**config.mk**
```make
export PLATFORM = sky130hd
export DESIGN_NAME = hamming_serial_encoder
export DESIGN_NICKNAME = d
export VERILOG_FILES = /design/src/rtl/hamming_serial_encoder.sv
export SDC_FILE = /design/constraint.sdc
export NUM_CORES = 1
export LEC_CHECK = 0
export BUFFER_PORTS_ARGS = -buffer_cell sky130_fd_sc_hd__buf_2
export CORE_MARGIN = 1.5
export CORE_UTILIZATION = 51
export CTS_CLUSTER_DIAMETER = 150
export DETAILED_ROUTE_END_ITERATION = 6
export PLACE_DENSITY = 0.73
export SLEW_MARGIN = 20
export SYNTH_ARGS = -nofsm -noshare
export SYNTH_HDL_FRONTEND = slang
export SYNTH_SLANG_ARGS = --single-unit
```
**constraint.sdc**
```tcl
create_clock -name clk -period 1.4 [get_ports clk]
set_clock_uncertainty 0.1 [all_clocks]
set_input_delay 0.28 -clock clk [delete_from_list [all_inputs] [get_ports clk]]
set_output_delay 0.28 -clock clk [all_outputs]
set_load 0.05 [all_outputs]
```
**src/rtl/hamming_serial_encoder.sv**
```systemverilog
// rtl/hamming_serial_encoder.sv - serial-in / serial-out Hamming (SEC or SECDED) encoder
//
// Collects DATA_W serial data bits, builds the Hamming codeword in one cycle,
// then shifts it out one bit per accepted transfer.
//
// Ports:
//   clk          in   clock, all state on the rising edge
//   reset_n      in   synchronous active-low reset
//   write        in   data_inp valid
//   data_inp     in   serial data bit (taken when write && ready)
//   ready        out  encoder can take a data bit this cycle
//   out_ready    in   downstream takes data_outp this cycle
//   out_valid    out  data_outp carries a codeword bit
//   data_outp    out  serial codeword bit (0 when out_valid=0)
//   frame_start  out  first bit of a codeword (0 when out_valid=0)

module hamming_serial_encoder #(
    parameter int DATA_W   = 4,
    parameter int EXTENDED = 0
) (
    input  logic clk,
    input  logic reset_n,
    input  logic write,
    input  logic data_inp,
    output logic ready,
    input  logic out_ready,
    output logic out_valid,
    output logic data_outp,
    output logic frame_start
);

    // Smallest R with 2^R >= DATA_W + R + 1
    function automatic int calc_par_w(input int dw);
        int r;
        r = 1;
        while ((1 << r) < (dw + r + 1)) r++;
        return r;
    endfunction

    localparam int PAR_W  = calc_par_w(DATA_W);
    localparam int N_W    = DATA_W + PAR_W;      // positions 1..N_W
    localparam int CODE_W = N_W + EXTENDED;
    localparam int CNT_W  = $clog2(CODE_W);

    if (DATA_W < 1 || DATA_W > 57 || EXTENDED < 0 || EXTENDED > 1) begin : g_bad_param
        $error("hamming_serial_encoder: DATA_W must be 1..57 and EXTENDED 0 or 1");
    end

    typedef enum logic [1:0] {
        S_COLLECT = 2'd0,
        S_ENCODE  = 2'd1,
        S_SHIFT   = 2'd2
    } state_t;

    state_t              r_state;
    state_t              w_next;
    logic [CNT_W-1:0]    r_cnt;
    logic [DATA_W-1:0]   r_data;
    logic [CODE_W-1:0]   r_shift;
    logic [DATA_W:0]     w_data_cat;
    logic [N_W:1]        w_pos;
    logic [CODE_W-1:0]   w_code;
    logic                w_accept;
    logic                w_xfer;
    logic                w_last_in;
    logic                w_last_out;

    assign w_last_in  = (r_cnt == CNT_W'(DATA_W - 1));
    assign w_last_out = (r_cnt == CNT_W'(CODE_W - 1));

    // New bits enter at the top, so after DATA_W bits the first one sits at bit 0
    assign w_data_cat = {data_inp, r_data};

    always_ff @(posedge clk) begin
        if (!reset_n) begin
            r_state <= S_COLLECT;
        end else begin
            r_state <= w_next;
        end
    end

    always_comb begin
        w_next      = r_state;
        ready       = 1'b0;
        out_valid   = 1'b0;
        w_accept    = 1'b0;
        w_xfer      = 1'b0;
        case (r_state)
            S_COLLECT: begin
                ready    = 1'b1;
                w_accept = write;
                if (write && w_last_in) w_next = S_ENCODE;
            end
            S_ENCODE: begin
                w_next = S_SHIFT;
            end
            S_SHIFT: begin
                out_valid = 1'b1;
                w_xfer    = out_ready;
                if (out_ready && w_last_out) w_next = S_COLLECT;
            end
            default: begin
                w_next = S_COLLECT;
            end
        endcase
        data_outp   = out_valid & r_shift[0];
        frame_start = out_valid & (r_cnt == '0);
    end

    // Codeword build: data fills non-power-of-two positions in order, then each
    // parity bit 2^i covers every position with bit i set. Parity positions are
    // still 0 when read, so the lower parity bits do not disturb higher ones.
    always_comb begin
        int   di;
        logic par;
        w_pos = '0;
        di    = 0;
        for (int p = 1; p <= N_W; p++) begin
            if ((p & (p - 1)) != 0) begin
                w_pos[p] = r_data[di];
                di++;
            end
        end
        for (int i = 0; i < PAR_W; i++) begin
            par = 1'b0;
            for (int p = 1; p <= N_W; p++) begin
                if (((p >> i) & 1) != 0) par = par ^ w_pos[p];
            end
            w_pos[1 << i] = par;
        end
    end

    // Shift register index 0 is the first bit on the wire
    if (EXTENDED != 0) begin : g_ext
        logic w_par_all;
        assign w_par_all = ^w_pos;
        assign w_code    = {w_pos, w_par_all};
    end else begin : g_sec
        assign w_code = w_pos;
    end

    always_ff @(posedge clk) begin
        if (!reset_n) begin
            r_cnt   <= '0;
            r_data  <= '0;
            r_shift <= '0;
        end else begin
            if (w_accept) begin
                r_data <= w_data_cat[DATA_W:1];
                r_cnt  <= w_last_in ? '0 : r_cnt + 1'b1;
            end
            if (r_state == S_ENCODE) begin
                r_shift <= w_code;
            end
            if (w_xfer) begin
                r_shift <= r_shift >> 1;
                r_cnt   <= w_last_out ? '0 : r_cnt + 1'b1;
            end
        end
    end

endmodule

```
==> metrics.txt <==
cell taking the most area after synthesis dfxtp_1; num rows 15; first-pass GRT wire length 3077 µm; final net count 124; Worst path depth 3; Setup TNS -683.0 ps; global route overflow 0; CTS Buf Count 3; largest net degree at the start of global routing 14; leakage 0.4907 nW; fill count 137; Yosys Warn Count 0; routed wire length 1986 µm; worst-skew pair later-pin latency 290 ps; CP endpoint kind output pin; Post-DP HPWL 1395 µm; CP endpoint frame_start; Tcrit/Tclk final 1.127; Setup crit start r_state[0]$_SDFFE_PN0P_; Residual DRC 0; most frequent cells in the layout 11 x dfxtp_1, 10 x buf_4, 7 x mux2i_1, 7 x a21oi_1, 6 x nor2_1; Worst-path clk slew 100 ps; Post-Syn Area per Cell 9.773 µm²; critical path type reg2out; reg2reg end r_cnt[0]$_SDFFE_PN0P_; Slew @ Worst Pin 425.7 ps; Layout area overhead 28.84%; number of H-tree levels 1; buffers plus inverters on the worst setup path 1; final core utilization 0.6928; register area share after synthesis 0.3450; DR pass1 iterations 4; Final Max Slew Viols 0; DR iter-0 viols 14; multi-input logic area 581.8 µm²; GPL Wtd Cong 0.8265; I/O Buffers 8; Synth area leaders dfxtp_1 35%, xor3_1 7.7%, mux2i_1 7.5%; global-route usage over all layers 0.2103; RR Startpoint r_cnt[0]$_SDFFE_PN0P_; TritonCTS clock tree yes; Synth cell types 33; core area 1727 µm²; fin worst setup slack -178.2 ps; startpoint types register; Fin. Hold Viols 0; Critical Path Slowest Stage Cell dfxtp_2; Critical Path AT 1200 ps; sequential cell area 326.6 µm²; drt wl/cell 14.39 µm; Inserted Diodes 0; min cycle time layout 1578 ps; Worst R2R Path Depth 6; Pwr Total 0.0009279 W; worst vdd ir 0.6286 mV; fin area 1196 µm²; clock root cell clkbuf_4; power density over the cells 775.8 nW/µm²; initial core utilization 0.5377; most common cell after layout, fill and taps aside dfxtp_1; Synth Register Bits 16; Hold Crit Class in2reg; Post-DRT Antenna Nets 0; Int Power 0.0006977 W; CP top delay family simple AND/OR/NAND/NOR gates; Syn Inst Count 95; Fin Hold WS 149.2 ps; antenna violations before repair 0; RSZ-0062 raised after global routing yes; synthesized cell area 928.4 µm²; Syn Nets 105; max-cap violations 0; die width 45.67 µm; chip height 45.67 µm; relative slew slack 0.7159; clock share of power 0.336; clk sinks 16; total die area 2085 µm²; sequential share of power 0.517; Placed Area 1046 µm²; io pins 9; Psw 0.0002303 W; crit-path cells and2b_2, and3_4, buf_8; via/cell ratio 5.529; failing checks setup timing; vias in the first global route 711; switching share of power 0.2482; share of post-route cells with drive strength above 1 0.4159; Crit path required time 1020 ps; FMAX 633.6 MHz; via count 763; status finished with violations; R2R Setup Slk -50 ps; CP Max Fanout 4; CP peak stage delay 330 ps; combinational power share 0.147; Yosys top cell area share 0.3450; endpoints failing setup 8; Bufs on Longest Clock Path 2
==> cells by family after synthesis <==
family | count (synthesis) | synth area share
AOI/OAI and AO/OA | 21 | 0.1698
xor gates and xnor gates | 3 | 0.07682
adders and majority gates | 5 | 0.06739
buffers and inverters | 13 | 0.07277
DFF | 16 | 0.3450
muxes | 7 | 0.07547
and+or+nand+nor | 30 | 0.1927
==> flip-flops by register name (all words and copies together) (netlist names) <==
name / cells
r_cnt: 3
r_state: 2
r_shift: 7
r_data: 4
==> how the worst min path moves through the flow <==
| stage | cells past startpoint | slack [ps] | start | end |
|---|---|---|---|---|
| 5_1_grt | 3 | 170 | data_inp | r_data[3]$_SDFFE_PN0P_ |
| 4_1_cts | 3 | 160 | data_inp | r_data[3]$_SDFFE_PN0P_ |
| 2_1_floorplan | 1 | 320 | reset_n | r_cnt[2]$_SDFFE_PN0P_ |
| 3_3_place_gp | 2 | 360 | r_shift[5]$_SDFFE_PN0P_ | r_shift[5]$_SDFFE_PN0P_ |
| 3_5_place_dp | 2 | 370 | r_shift[4]$_SDFFE_PN0P_ | r_shift[4]$_SDFFE_PN0P_ |
| 6_report | 3 | 150 | data_inp | r_data[3]$_SDFFE_PN0P_ |
==> timing repair <==
action,in CTS,in global routing
gates resized for setup,21,8
pin swaps,3,4
setup buffers,1,3
hold buffers,0,0
setup endpoints to repair,5,8
==> cell type report <==
type / count / share of cell area
multi-input cells: 66 / 0.4864
flip-flops and latches: 16 / 0.2730
repair buffers: 21 / 0.1653
clock buffers: 4 / 0.03033
well taps: 25 / 0.02615
inverters: 6 / 0.01883
==> per-stage QoR <==
stage	worst slack [ps]	cells
2_1_floorplan	-67.41	95
3_5_place_dp	9.973	130
5_1_grt	-224.1	138
4_1_cts	-183.8	135
3_3_place_gp	29.60	130
6_report	-178.2	138
==> synth_stat cells <==
cell,count
nor3_1,2
clkbuf_1,2
and2b_1,1
a22oi_1,3
nor2_1,7
nand2b_1,2
nor2b_1,1
buf_6,2
dfxtp_1,16
a32oi_1,4
nand3_1,4
o2111a_1,1
mux2i_1,7
and3b_2,1
nor3b_1,2
and3_1,1
nand3b_1,1
a21oi_1,7
buf_2,2
nand2_1,3
clkbuf_2,1
and3_2,1
o2bb2ai_1,1
o21ai_0,1
or2b_1,1
nor3b_4,1
a31oi_1,2
and2_1,2
a211oi_2,1
ha_1,5
a221oi_2,1
xor3_1,3
inv_1,6
==> power by group through the flow <==
stage,logic (W),registers [W],clock network (W)
after floorplan,0.0000784,0.000487,0
after global placement,0.000115,0.000488,0
after detailed placement,0.000120,0.000489,0
after CTS,0.000129,0.000479,0.000319
after global routing,0.000150,0.000481,0.000340
final,0.000136,0.000480,0.000312
==> tightest hold or removal path: stages <==
cell     delay [ps]
buf_2            70
mux2i_1          50
nor2_1          100
==> metal layers <==
metal  track usage  part of all wire
met5             0                 0
met4       0.07059                 0
met3       0.06349             0.044
met2        0.3718              0.54
met1        0.2366              0.42
Power figures use the tool's default switching activity.
